==> src/rtl/dac_spi_sequencer.sv <==
// Streams one FRAME_BITS word MSB-first to a DAC in SPI mode 0, then an optional ldac_n load pulse.
// Latency: SS_n falls the cycle after accept; wr_ready is low from accept until the FSM is back in IDLE (no queuing).
module dac_spi_sequencer #(
    parameter int CLK_DIV    = 4,
    parameter int FRAME_BITS = 24,
    parameter int LDAC_WIDTH = 4
) (
    input  logic                  clk_clk,
    input  logic                  reset_reset_n,
    input  logic                  wr_valid,
    output logic                  wr_ready,
    input  logic [FRAME_BITS-1:0] wr_data,
    input  logic                  wr_last,
    output logic                  spi_SCLK,
    output logic                  spi_MOSI,
    output logic                  spi_SS_n,
    output logic                  ldac_n,
    output logic                  busy
);

    localparam int CNT_MAX = (CLK_DIV > LDAC_WIDTH) ? CLK_DIV : LDAC_WIDTH;
    localparam int CNT_W   = (CNT_MAX > 1) ? $clog2(CNT_MAX) : 1;
    localparam int BIT_W   = (FRAME_BITS > 1) ? $clog2(FRAME_BITS) : 1;

    typedef enum logic [1:0] {IDLE, SHIFT, GAP, LDAC} state_t;

    state_t                  state_q;
    logic [FRAME_BITS-1:0]   shreg_q;
    logic                    last_q;
    logic [BIT_W-1:0]        bit_q;
    logic [CNT_W-1:0]        cnt_q;
    logic                    ss_n_q;
    logic                    sclk_q;
    logic                    mosi_q;
    logic                    ldac_n_q;
    logic                    busy_q;
    logic                    rdy_q;

    // shreg_q holds the bits still to be presented; its MSB is the next bit after the current one.
    always_ff @(posedge clk_clk or negedge reset_reset_n) begin
        if (!reset_reset_n) begin
            state_q  <= IDLE;
            shreg_q  <= '0;
            last_q   <= 1'b0;
            bit_q    <= '0;
            cnt_q    <= '0;
            ss_n_q   <= 1'b1;
            sclk_q   <= 1'b0;
            mosi_q   <= 1'b0;
            ldac_n_q <= 1'b1;
            busy_q   <= 1'b0;
            rdy_q    <= 1'b0;
        end else begin
            case (state_q)
                IDLE: begin
                    rdy_q <= 1'b1;
                    if (wr_valid && rdy_q) begin
                        shreg_q <= wr_data << 1;
                        mosi_q  <= wr_data[FRAME_BITS-1];
                        last_q  <= wr_last;
                        bit_q   <= '0;
                        cnt_q   <= '0;
                        ss_n_q  <= 1'b0;
                        sclk_q  <= 1'b0;
                        busy_q  <= 1'b1;
                        rdy_q   <= 1'b0;
                        state_q <= SHIFT;
                    end
                end
                SHIFT: begin
                    if (cnt_q == CNT_W'(CLK_DIV - 1)) begin
                        cnt_q <= '0;
                        if (!sclk_q) begin
                            sclk_q <= 1'b1;
                        end else begin
                            sclk_q <= 1'b0;
                            if (bit_q == BIT_W'(FRAME_BITS - 1)) begin
                                ss_n_q  <= 1'b1;
                                mosi_q  <= 1'b0;
                                state_q <= GAP;
                            end else begin
                                bit_q   <= bit_q + BIT_W'(1);
                                mosi_q  <= shreg_q[FRAME_BITS-1];
                                shreg_q <= shreg_q << 1;
                            end
                        end
                    end else begin
                        cnt_q <= cnt_q + CNT_W'(1);
                    end
                end
                GAP: begin
                    if (cnt_q == CNT_W'(CLK_DIV - 1)) begin
                        cnt_q <= '0;
                        if (last_q) begin
                            ldac_n_q <= 1'b0;
                            state_q  <= LDAC;
                        end else begin
                            busy_q  <= 1'b0;
                            rdy_q   <= 1'b1;
                            state_q <= IDLE;
                        end
                    end else begin
                        cnt_q <= cnt_q + CNT_W'(1);
                    end
                end
                LDAC: begin
                    if (cnt_q == CNT_W'(LDAC_WIDTH - 1)) begin
                        cnt_q    <= '0;
                        ldac_n_q <= 1'b1;
                        busy_q   <= 1'b0;
                        rdy_q    <= 1'b1;
                        state_q  <= IDLE;
                    end else begin
                        cnt_q <= cnt_q + CNT_W'(1);
                    end
                end
                default: state_q <= IDLE;
            endcase
        end
    end

    assign wr_ready = rdy_q;
    assign spi_SCLK = sclk_q;
    assign spi_MOSI = mosi_q;
    assign spi_SS_n = ss_n_q;
    assign ldac_n   = ldac_n_q;
    assign busy     = busy_q;

endmodule
==> config.mk <==
export PLATFORM = sky130hd
export DESIGN_NAME = dac_spi_sequencer
export DESIGN_NICKNAME = d
export VERILOG_FILES = /design/src/rtl/dac_spi_sequencer.sv
export SDC_FILE = /design/constraint.sdc
export NUM_CORES = 1
export LEC_CHECK = 0
export CAP_MARGIN = 25
export CORE_MARGIN = 1.5
export CORE_UTILIZATION = 55
export CTS_CLUSTER_DIAMETER = 30
export DETAILED_ROUTE_END_ITERATION = 16
export PLACE_DENSITY = 0.8
export RECOVER_POWER = 25
export SLEW_MARGIN = 20
export SYNTH_ARGS = -nofsm -noshare
export SYNTH_HDL_FRONTEND = slang
export SYNTH_SLANG_ARGS = --single-unit
==> constraint.sdc <==
create_clock -name clk_clk -period 5.45 [get_ports clk_clk]
set_clock_uncertainty 0.1 [all_clocks]
set_input_delay 0.8175 -clock clk_clk [delete_from_list [all_inputs] [get_ports clk_clk]]
set_output_delay 0.8175 -clock clk_clk [all_outputs]
set_load 0.01 [all_outputs]
# Word-level counts from Yosys, hierarchy flattened
# Index checks and enable logic that the tools add are counted.
# Widths: inputs -> output; s select.
dict set report op_classes {
  n_eq_ne 14
  magnitude_cmp 0
  addsub 2
  multipliers 0
  n_shift 0
  n_mux 47
  div_mod_pow 0
  reduce_logical 15
  bitwise_logic 0
}
# operator count
set ops {}
lappend ops {{$mux 24} 4}
lappend ops {{$pmux 24 s2} 1}
lappend ops {{$mux 1} 20}
lappend ops {{$mux 5} 4}
lappend ops {{$mux 2} 9}
lappend ops {{$ne 2x2->1 const B} 9}
lappend ops {{$reduce_and 5->1} 3}
lappend ops {{$reduce_and 4->1} 3}
lappend ops {{$pmux 5 s2} 1}
lappend ops {{$pmux 1 s2} 4}
lappend ops {{$pmux 2 s4} 1}
lappend ops {{$eq 2x2->1 const B} 3}
lappend ops {{$pmux 1 s3} 2}
lappend ops {{$reduce_and 6->1} 1}
lappend ops {{$add 5x1->5 const B} 1}
lappend ops {{$eq 5x5->1 const B} 1}
lappend ops {{$pmux 2 s2} 1}
lappend ops {{$reduce_bool 2->1} 2}
lappend ops {{$reduce_and 3->1} 1}
lappend ops {{$reduce_bool 3->1} 1}
lappend ops {{$reduce_or 3->1} 1}
lappend ops {{$add 2x1->2 const B} 1}
lappend ops {{$eq 2x1->1 const B} 1}
lappend ops {{$logic_not 2->1} 1}
lappend ops {{other kinds (2)} 2}
dict set report word_totals {
  mem_bits_ro 0
  ram_bits 0
  n_memories 0
  ff_bits 40
  latch_bits 0
  wordCells 89
  out_inout_bits 6
}

# Depth between registers and ports, before layout
# Gate-level depths: netlist (run 1).
dict set report logic_depth {
  ltp_word 5
  depth_mapped 8
  depth_no_buf 5
}

# Worst setup path after synthesis (run 1)
# No wires, ideal clock.
dict set report synth_path {
  path_kind {input to register}
  startpoint {input wr_valid}
  endpoint {register bit_q[3]}
  cell_stages 4
  setup_slack_ns 3.545
  t_arrival_ns 1.710
  path_buffers 0
  cell_sequence {and4bb_4 > nor2_2 > or3_1 > o31ai_1}
}
dict set report synth_via {
  elab_chain_len 3
}
# item line
set synth_rtl {}
lappend synth_rtl {{start, declared} 10} ;# input logic wr_valid,
lappend synth_rtl {{$logic_and 1x1->1} 57} ;# if (wr_valid && rdy_q) begin
lappend synth_rtl {{$ne 2x2->1 (no line)} -}
lappend synth_rtl {{$reduce_and 5->1 (no line)} -}
lappend synth_rtl {{end signal, assigned} 82} ;# bit_q <= bit_q + BIT_W'(1);
lappend synth_rtl {{end, declared} 30} ;# logic [BIT_W-1:0] bit_q;
# No other way between the ends.
# A chain may end at the register's enable or synchronous reset.

# Final worst setup path (run 1)
dict set report layout_path {
  startpoint {register ss_n_q, in the netlist spi_SS_n}
  endpoint {output spi_SS_n}
}
# item line
set layout_rtl {}
lappend layout_rtl {{start, declared} 32} ;# logic ss_n_q;
lappend layout_rtl {{start signal, assigned} 47} ;# ss_n_q <= 1'b1;
lappend layout_rtl {{start signal, assigned} 63} ;# ss_n_q <= 1'b0;
lappend layout_rtl {{start signal, assigned} 78} ;# ss_n_q <= 1'b1;
lappend layout_rtl {{end, declared} 16} ;# output logic spi_SS_n,
# No word-level cell between the ends.

==> results.md, run 1 <==
- Switching Fraction: roughly a third
- Synthesized flop and latch total: 39
- Crit path max-delay family: flip-flops
- Antenna diode count: 0
- Seq pwr share: 48.8%
- Post-Syn Instances: about 180
- Layout cells sized above 1: 7.98%
- Met3 WL: 135 um
- Vias per inst: ~5.5
- Reg-to-Reg Start: state_q[0]
- Fin crit period: 2.33 ns
- Starting Density: 59.0%
- Largest net degree at the start of global routing: 50
- EDFF count, synth: 0
- Crit. path cell count: 1
- Internal: roughly 0.0006 W
- Syn nets: 212
- DRC: 0
- Die height: 60.9 um
- Slew @ Worst Pin: 1.98 ns
- Vias in the first global route: 1418
- Initial antenna violation count: 0
- Setup TNS: 0 ns
- Global-route wire length before repair: 5950 um
- Clock buffer depth: 2
- Critical Path End: spi_SS_n
- Reg2Reg Depth: 4
- Max-cap viol count: 1
- Final Core Density: 72.1%
- # resized after CTS: 0
- Drt total wl: 3400 um
- Crit Reg-Reg Endpoint: bit_q[4]
- Vias: 1426
- Max_slew headroom: -32.0%
- Top cells by count, synth: 37 x dfrtp_1, 35 x o21ai_0, 32 x nand2_1
- CP max-delay cell: dfstp_2
- Sink Count: 39
- Run status: finished, violations left
- Wl on met1: 1510 um
- Number of H-tree levels: 2
- Final hold vios: 0
- Max Used Layer: met4
- Worst Slack Setup Final: between 3 and 4 ns
- Post-Syn Area per Cell: 10.1 sq um
- Clock power share: between 15 and 20%
- Failing checks: capacitance limit, slew limit
- Clk Latency, worst-skew pair: 0.34 ns
- 1st-iter DRT viols: 60
- CTS tree: done
- Congestion Overflow GR: 0
- Core area: 0.00313 sq mm
- Arr. time, crit path: 1.41 ns
- Post-CTS setup buffers: 0
- I/O Buffers: 33
- Max Fclk: 429 MHz
- Type of origin of the critical path: flip-flop
- Die Span X: between 60 and 70 um
- Final Setup Violations: 0
- Antenna-violating nets left: 0
- CP max FO: 2
- Worst EP required: 4.53 ns
- Final #Nets: 242
- Crit path buffers/inverters: 1
- Area growth, synth to finish: 22.1%
- Net Sw Power: 0.000319 W
- Drt first pass iters: 4
- Die area: 0.00371 sq mm
- Pwr Density: between 400 and 500 mW/mm^2
- Num ports: 34
- Routed len/inst: around 13 um
- Root Driver: clkbuf_4
- R2R Setup Slk: 3.39 ns
- Maximum VDD drop: 230 uV
- Setup crit start: spi_SS_n
- Most common cell in the synthesized netlist: dfrtp_1
- GPL Wtd Cong: 0.832
- Pre-CTS setup slack: 2.92 ns
- Total CTS buffers: 5
- YS warnings: 0
- CP max stage delay: around 0.55 ns
- CP cell instances: clkdlybuf4s50_1
- Met2 wire length: 1640 um
- HP Class: reg -> reg
- Row count: 20
- Share of synthesized registers carrying an async set or reset: 100%
- Synth area leader: dfrtp_1
- Synthesized area: 0.00185 sq mm
- Fin. max-slew vios: 40
- Share of the synthesized area in the top cell type: 50.1%
- Top FF cell, synth: dfrtp_1
- Post-synthesis sequential area ratio: 53.0%
- Top cells by area, synth: dfrtp_1 50%, mux2i_1 12%, o21ai_0 9.5%
- Leakage: between 1 and 1.5 nW
- CTS Hold Bufs: 0
- CP Capture Type: output port
- Comb power frac: around 33%
- Gr usage total: between 20% and 30%
- Clock-pin slew on the worst setup and hold paths: 0.11 ns
- Tcrit/Tclk final: 42.7%
- Netlist cell types: 33
- RSZ-0062 raised after global routing: false
- Final HPWL DP: 2430 um
- Worst Path Class, Setup: reg -> out
state kept, by name (all words and copies together), names as in the netlist:
signal / flops
busy: 1
wr_ready: 1
shreg_q: 23
state_q: 2
cnt_q: 2
spi_MOSI: 1
last_q: 1
bit_q: 5
ldac_n: 1
spi_SS_n: 1
spi_SCLK: 1
how the worst min path moves through the flow:
stage / startpoint / end / slack (ns) / cells after the start
after floorplan: shreg_q[13] / shreg_q[13] / 0.35 / 2
after global placement: shreg_q[12] / shreg_q[12] / 0.36 / 2
after detailed placement: shreg_q[13] / shreg_q[13] / 0.37 / 2
after CTS: shreg_q[13] / shreg_q[13] / 0.39 / 2
after global routing: shreg_q[13] / shreg_q[13] / 0.42 / 2
final: shreg_q[13] / shreg_q[13] / 0.39 / 2
kinds of logic after synthesis:
logic type	synth area share, %
multiplexers	12.5
adder cells (fa/ha/maj)	1.35
flip-flops	53.0
AO/OA/AOI/OAI	14.3
AND/OR/NAND/NOR	14.8
buffers and inverters	4.06
power groups by stage:
stage / logic, W / clock network, W / registers, W
final: 0.000307 / 0.000164 / 0.000449
after global routing: 0.000358 / 0.000183 / 0.000461
after CTS: 0.000311 / 0.000171 / 0.000448
after detailed placement: 0.000309 / 0 / 0.000454
after global placement: 0.000294 / 0 / 0.000446
after floorplan: 0.000215 / 0 / 0.000441
layer usage:
metal / vias up / global-route usage [%]
li1: 700 / -
met1: 669 / 25.9
met2: 43 / 37.5
met3: 14 / 4.69
met4: 0 / 13.7
met5: - / 0
placed cells by master (no fill, tap or decap), drive strengths merged, types with 3 or more instances in the layout:
cell type and count:
o31ai 3, clkdlybuf4s50 32, nor2 5, mux2i 22
inv 3, o21ai 35, nand3 7, clkbuf 9
nand2 32, dfrtp 37
through the flow:
step / std cells / cell area (sq um) / power (W) / hold slack, ns
after floorplan: 182 / 1850 / 0.000656 / 0.349
after global placement: 249 / 2190 / 0.000741 / 0.361
after detailed placement: 249 / 2190 / 0.000763 / 0.370
after CTS: 257 / 2260 / 0.000931 / 0.394
after global routing: 257 / 2250 / 0.00100 / 0.420
final: 257 / 2250 / 0.000921 / 0.391
cell type report:
cell class	count	area (sq um)
Fill cell	240	873
Timing Repair Buffer	35	339
Multi-Input combinational cell	128	802
Clock buffer	8	68.8
Inverter	3	11.3
Tap cell	44	55.1
Sequential cell	39	978
Power figures use the tool's default switching activity.
==> inputs of run 2 (changes only) <==
--- a/config.mk
+++ b/config.mk
@@ -7,10 +7,10 @@
 export LEC_CHECK = 0
 export CAP_MARGIN = 25
 export CORE_MARGIN = 1.5
-export CORE_UTILIZATION = 55
+export CORE_UTILIZATION = 46
 export CTS_CLUSTER_DIAMETER = 30
 export DETAILED_ROUTE_END_ITERATION = 16
-export PLACE_DENSITY = 0.8
+export PLACE_DENSITY = 0.71
 export RECOVER_POWER = 25
 export SLEW_MARGIN = 20
 export SYNTH_ARGS = -nofsm -noshare
==> constraint.sdc (replaced) <==
create_clock -name clk_clk -period 2.05 [get_ports clk_clk]
set_clock_uncertainty 0.1 [all_clocks]
set_input_delay 0.3075 -clock clk_clk [delete_from_list [all_inputs] [get_ports clk_clk]]
set_output_delay 0.3075 -clock clk_clk [all_outputs]
set_load 0.01 [all_outputs]
==> run 2 against run 1 <==
  * The flow now finishes without violations
  * Count of clock-buffer cells in the layout is 2 lower
  * Power rose to 3.0 times the previous value
  * Non-clock buffer count rose by 8
  * Sequential cell count unchanged
==> results.md, run 2 (synthesis gave the netlist of run 1 again) <==
- Total CTS buffers: 5 (unchanged)
- Vias in the first global route: 1406 (-0.85%)
- Fin. max-slew vios: 0 (-100%)
- Worst Path Class, Setup: reg -> reg
- R2R Setup Slk: 0.28 ns (-3.11 ns)
- Number of H-tree levels: 2 (unchanged)
- Worst min-delay path startpoint: shreg_q[16]
- Max reg flops: 23 (unchanged)
- Total chip power: 0.00274 W (+200%)
- Antenna-violating nets left: 0 (unchanged)
- Worst Hold End: shreg_q[16]
- Register area: 978 sq um (unchanged)
- CTS tree: done
- Final #Nets: 250 (+3.3%)
- Sink Count: 39 (unchanged)
- Layout cells sized above 1: 11.8% (+3.8 points)
- Slew @ Worst Pin: 0.629 ns (-1.35 ns)
- Placed cell area: 0.00226 sq mm (+3.2%)
- Post-CTS setup buffers: 0 (unchanged)
- CP max stage delay: 0.50 ns (-0.05 ns)
- Congestion Overflow GR: 0 (unchanged)
- Vias per inst: 5.28 (-4.8%)
- Fin crit period: 1.77 ns
- RSZ-0062 raised after global routing: false
- Max_slew headroom: 58.0% (+90 points)
- DRC: 0 (unchanged)
- Num ports: 34 (unchanged)
- Reg2Reg Depth: 4 (unchanged)
- Leakage: 1.15 nW (+6.3%)
- Vias: 1421 (-0.35%)
- Crit Reg-Reg Endpoint: bit_q[3]
- Maximum VDD drop: 585 uV (+150%)
- Run status: completed
- Starting Density: 49.0% (-10 points)
- Clk Latency, worst-skew pair: 0.29 ns (-0.05 ns)
- CP max FO: 11 (+9)
- Root Driver: clkbuf_8
- Arr. time, crit path: 1.87 ns (+0.46 ns)
- Drt first pass iters: 4 (unchanged)
- Top Registers: shreg_q: 23 flops, bit_q: 5 flops
- HP Class: reg -> reg
- Crit path buffers/inverters: 0 (-1)
- Antenna diode count: 0 (unchanged)
- Routed len/inst: 13.2 um (about the same)
- Clock buffer depth: 2 (unchanged)
- Max Fclk: 563 MHz
- Setup TNS: 0 ns (unchanged)
- I/O Buffers: 33 (unchanged)
- Gr usage total: 18.5% (-3.7 points)
- Final Setup Violations: 0 (unchanged)
- Top reg by flops: shreg_q
- Most common cell after layout, fill and taps aside: dfrtp_1
- Final hold vios: 0 (unchanged)
- Max-cap viol count: 0 (-1)
- CP cell instances: and4bb_4 -> nor2_2 -> or3_1 -> o31ai_1
- Clock-pin slew on the worst setup and hold paths: 0.08 ns (-0.03 ns)
- Largest net degree at the start of global routing: 37 (-26%)
- Fill cell count: 300 (+25%)
- Row count: 22 (+10%)
- Global-route wire length before repair: 6090 um (+2.3%)
- Commonest cells after routing, fill and taps aside: 37 x dfrtp_1, 35 x o21ai_0, 32 x nand2_1, 32 x clkdlybuf4s50_1, 22 x mux2i_1
- Tcrit/Tclk final: between 80% and 90%
- GPL Wtd Cong: 0.851 (+2.3%)
- Type of origin of the critical path: flip-flop
- Hold Path Stages: 2 (unchanged)
- # resized after CTS: 0 (unchanged)
- Worst EP required: 2.15 ns (-2.38 ns)
- CP Capture Type: flip-flop
- 1st-iter DRT viols: 66 (+10%)
- Final instance area: 0.00238 sq mm (+5.8%)
- Final Core Density: 63.2% (-8.8 points)
- Multi-input gate area: 802 sq um (unchanged)
- Die height: 66.4 um (+8.9%)
- Die area: 0.00440 sq mm (+19%)
- Final HPWL DP: 2690 um (+11%)
- Drt total wl: 3560 um (+4.6%)
- Pwr Density: 1150 mW/mm^2 (+180%)
- CP max-delay cell: dfrtp_1
- Reg-to-Reg Start: state_q[1]
- Area growth, synth to finish: 29.1%
- Initial antenna violation count: 0 (unchanged)
- Crit path max-delay family: simple AND/OR/NAND/NOR gates
- Die Span X: 66.4 um (+8.9%)
- Core area: 0.00377 sq mm (+21%)
## run 2: tightest hold or removal path: cells and delay by family (launching register included)
kind / cells / cell delay, ns
DFF: 1 / 0.34
AOI/OAI and AO/OA: 1 / 0.06
and+or+nand+nor: 1 / 0.05
## run 2: worst max-delay path by stage
stage	start	endpoint	slack, ns	cells past startpoint
4_1_cts	state_q[0]	bit_q[3]	0.27	4
5_1_grt	state_q[0]	bit_q[3]	0.18	4
3_3_place_gp	wr_valid	bit_q[3]	0.11	5
3_5_place_dp	wr_valid	bit_q[3]	0.03	5
6_report	state_q[1]	bit_q[3]	0.28	4
2_1_floorplan	cnt_q[0]	shreg_q[17]	0.25	8
## run 2: per-layer routing
metal	vias to the layer above	global-route usage, %	routed length, um
li1	710	-	-
met1	673	22.4	1610
met2	32	31.3	1730
met3	6	5.11	161
met4	0	6.89	48
met5	-	0	0
## run 2: repair_timing
item                                   4_1_cts  5_1_grt
endpoints found under the hold margin       24        0
setup endpoints to repair                    0        0
hold buffers                                 1        0
## run 2: stage by stage
stage / setup slack, ns / hold WS [ns] / std cells
2_1_floorplan: 0.245 / -0.0881 / 182
3_3_place_gp: 0.113 / 0.236 / 260
3_5_place_dp: 0.0324 / 0.244 / 260
4_1_cts: 0.273 / 0.387 / 269
5_1_grt: 0.179 / 0.404 / 269
6_report: 0.275 / 0.383 / 269
## run 2: final cells by class
class / count / share of cell area [%]
timing repair buffer: 43 / 17.4
sequential: 39 / 41.0
multi-input combinational: 128 / 33.6
tap: 48 / 2.52
inverter: 3 / 0.472
clock inverter: 2 / 1.47
clock buffer: 6 / 3.46
## run 2: where the power goes
group	switching (W)	internal [W]	total, W
clock	0.000256	0.000394	0.000650
sequential	0.000173	0.00102	0.00119
combinational	0.000454	0.000442	0.000897
==> inputs of run 3 (changes only) <==
--- a/config.mk
+++ b/config.mk
@@ -7,11 +7,12 @@
 export LEC_CHECK = 0
 export CAP_MARGIN = 25
 export CORE_MARGIN = 1.5
-export CORE_UTILIZATION = 46
-export CTS_CLUSTER_DIAMETER = 30
+export CORE_UTILIZATION = 48
+export CTS_BUF_LIST = sky130_fd_sc_hd__clkbuf_8
 export DETAILED_ROUTE_END_ITERATION = 16
-export PLACE_DENSITY = 0.71
+export PLACE_DENSITY = 0.74
 export RECOVER_POWER = 25
+export REMOVE_ABC_BUFFERS = 1
 export SLEW_MARGIN = 20
 export SYNTH_ARGS = -nofsm -noshare
 export SYNTH_HDL_FRONTEND = slang
==> run 3 against run 2 <==
  * Sequential cell count is the same
  * Sequential share of layout area grew 0.97 points
  * Hold slack lost 0.0025 ns
  * Critical path type unchanged
  * Largest cell class unchanged
  * Largest power group unchanged
==> results.md, run 3 (synthesis gave the netlist of run 1 again) <==
- Congestion Overflow GR: 0 (unchanged)
- Vias: 1412 (-0.63%)
- R2R Setup Slk: 0.28 ns (about the same)
- CP max-delay cell: dfrtp_1
- CP Capture Type: flip-flop
- Die Span X: 65.0 um (-2.0%)
- Reg-to-Reg Start: state_q[1]
- Crit path buffers/inverters: 0 (unchanged)
- Worst EP required: 2.15 ns (about the same)
- Die height: 65.0 um (-2.0%)
- Top reg by flops: shreg_q
- Multi-input gate area: 802 sq um (unchanged)
- Num ports: 34 (unchanged)
- Vias in the first global route: 1439 (+2.3%)
- Total CTS buffers: 5 (unchanged)
- Layout cells sized above 1: 9.59% (-2.2 points)
- Run status: completed
- CP max FO: 11 (unchanged)
- Pre-CTS setup slack: 0.0498 ns (+0.0175 ns)
- Die area: 0.00423 sq mm (-4.0%)
- Root Driver: clkbuf_8
- GPL Wtd Cong: 0.818 (-3.9%)
- Routed len/inst: 13.2 um (about the same)
- Leakage: 1.13 nW (-1.8%)
- Max-cap viol count: 0 (unchanged)
- Gr usage total: 19.8% (+1.2 points)
- Worst Path Class, Setup: reg -> reg
- Clock buffer depth: 2 (unchanged)
- Fin. max-slew vios: 0 (unchanged)
- Max_slew headroom: 37.4% (-21 points)
- Initial antenna violation count: 0 (unchanged)
- Final Core Density: 63.2% (-0.077 points)
- I/O Buffers: 33 (unchanged)
- Drt first pass iters: 4 (unchanged)
- RSZ-0062 raised after global routing: false
- Worst hold slack: 0.380 ns (-0.00250 ns)
- Final hold vios: 0 (unchanged)
- Post-CTS setup buffers: 0 (unchanged)
- HP Class: reg -> reg
- DRC: 0 (unchanged)
- Core area: 0.00369 sq mm (-2.2%)
- Register area: 978 sq um (unchanged)
- Global-route wire length before repair: 6370 um (+4.7%)
- Top Registers: shreg_q: 23 flops, bit_q: 5 flops
- Pwr Density: 1100 mW/mm^2 (-4.3%)
- Clock-pin slew on the worst setup and hold paths: 0.07 ns (about the same)
- CP cell instances: and4bb_4 -> nor2_2 -> or3_1 -> o31ai_1
- 1st-iter DRT viols: 111 (+68%)
- Worst Hold End: shreg_q[19]
- Final #Nets: 248 (-0.80%)
- Hold Path Stages: 2 (unchanged)
- Number of H-tree levels: 2 (unchanged)
- Maximum VDD drop: 564 uV (-3.5%)
- Worst Slack Setup Final: 0.284 ns (+0.00904 ns)
- Area growth, synth to finish: 26.2%
- Setup TNS: 0 ns (unchanged)
- CP max stage delay: 0.49 ns (about the same)
- Worst min-delay path startpoint: shreg_q[19]
- Clk Latency, worst-skew pair: 0.29 ns (about the same)
- Most common cell after layout, fill and taps aside: dfrtp_1
- Row count: 22 (unchanged)
- CTS tree: done
- Final Setup Violations: 0 (unchanged)
- Sink Count: 39 (unchanged)
- Fin crit period: 1.77 ns (-0.00904 ns)
- Reg2Reg Depth: 4 (unchanged)
- Max Fclk: 566 MHz (+0.51%)
- Arr. time, crit path: 1.86 ns (about the same)
- Fill cell count: 332 (+11%)
- Slew @ Worst Pin: 0.939 ns (+0.310 ns)
- Antenna-violating nets left: 0 (unchanged)
- Starting Density: 50.1% (+1.1 points)
- Type of origin of the critical path: flip-flop
- Crit path max-delay family: simple AND/OR/NAND/NOR gates
- Vias per inst: 5.29 (+0.11%)
- Tcrit/Tclk final: 86.1% (-0.44 points)
- Final HPWL DP: 2550 um (-5.1%)
- Antenna diode count: 0 (unchanged)
- Largest net degree at the start of global routing: 40 (+8.1%)
- Commonest cells after routing, fill and taps aside: 37 x dfrtp_1, 35 x o21ai_0, 32 x nand2_1, 32 x clkdlybuf4s50_1, 22 x mux2i_1
- Crit Reg-Reg Endpoint: bit_q[3]
- Drt total wl: 3530 um (-0.82%)
- Max reg flops: 23 (unchanged)
[run 3: cell types whose count changed in the layout (fill, tap and decap cells not counted)]
cell       previous run  this run
buf_2                 0         1
buf_4                 8         5
bufinv_16             1         0
clkbuf_8              6         5
clkinv_2              1         0
inv_1                 3         6
[run 3: worst register-to-register path, cell delays in order, from the launching register on]
cell      delay (ns)
dfrtp_1         0.49
and4bb_4        0.41
nor2_2          0.05
or3_1           0.38
o31ai_1         0.24
[run 3: per-layer routing]
metal / part of all wire, % / global-route usage [%] / up-vias
li1: - / - / 707
met1: 45 / 23.5 / 668
met2: 48 / 33.5 / 31
met3: 5.0 / 6.08 / 6
met4: 1.7 / 7.55 / 0
met5: 0 / 0 / -
[run 3: stage by stage]
step / cell area [sq um] / instances / power (W)
2_1_floorplan: 1780 / 170 / 0.00171
3_5_place_dp: 2240 / 258 / 0.00211
4_1_cts: 2330 / 267 / 0.00259
6_report: 2330 / 267 / 0.00256
3_3_place_gp: 2240 / 258 / 0.00204
5_1_grt: 2330 / 267 / 0.00277
[run 3: worst max-delay path by stage]
stage | startpoint | end | cells after the start
5_1_grt | bit_q[0] | bit_q[0] | 6
6_report | state_q[1] | bit_q[3] | 4
4_1_cts | ldac_n | ldac_n | 1
3_3_place_gp | wr_valid | bit_q[3] | 5
2_1_floorplan | cnt_q[0] | shreg_q[10] | 4
3_5_place_dp | wr_valid | bit_q[3] | 5
[run 3: repair_timing]
action | in CTS | in global routing
resized for setup | 0 | 0
hold endpoints to repair | 37 | 0
setup endpoints to repair | 0 | 0
hold buffers | 1 | 0
[run 3: cell type report]
| cell class | count | share of cell area, % |
|---|---|---|
| Multi-Input combinational cell | 128 | 34.4 |
| Inverter | 3 | 0.483 |
| Sequential cell | 39 | 42.0 |
| Timing Repair Buffer | 41 | 17.1 |
| Clock buffer | 5 | 2.95 |
| Tap cell | 48 | 2.58 |
| Clock inverter | 3 | 0.483 |
[run 3: power by group]
part           switching (W)  internal [W]
combinational       0.000454      0.000438
sequential          0.000174       0.00102
clock               0.000249      0.000226
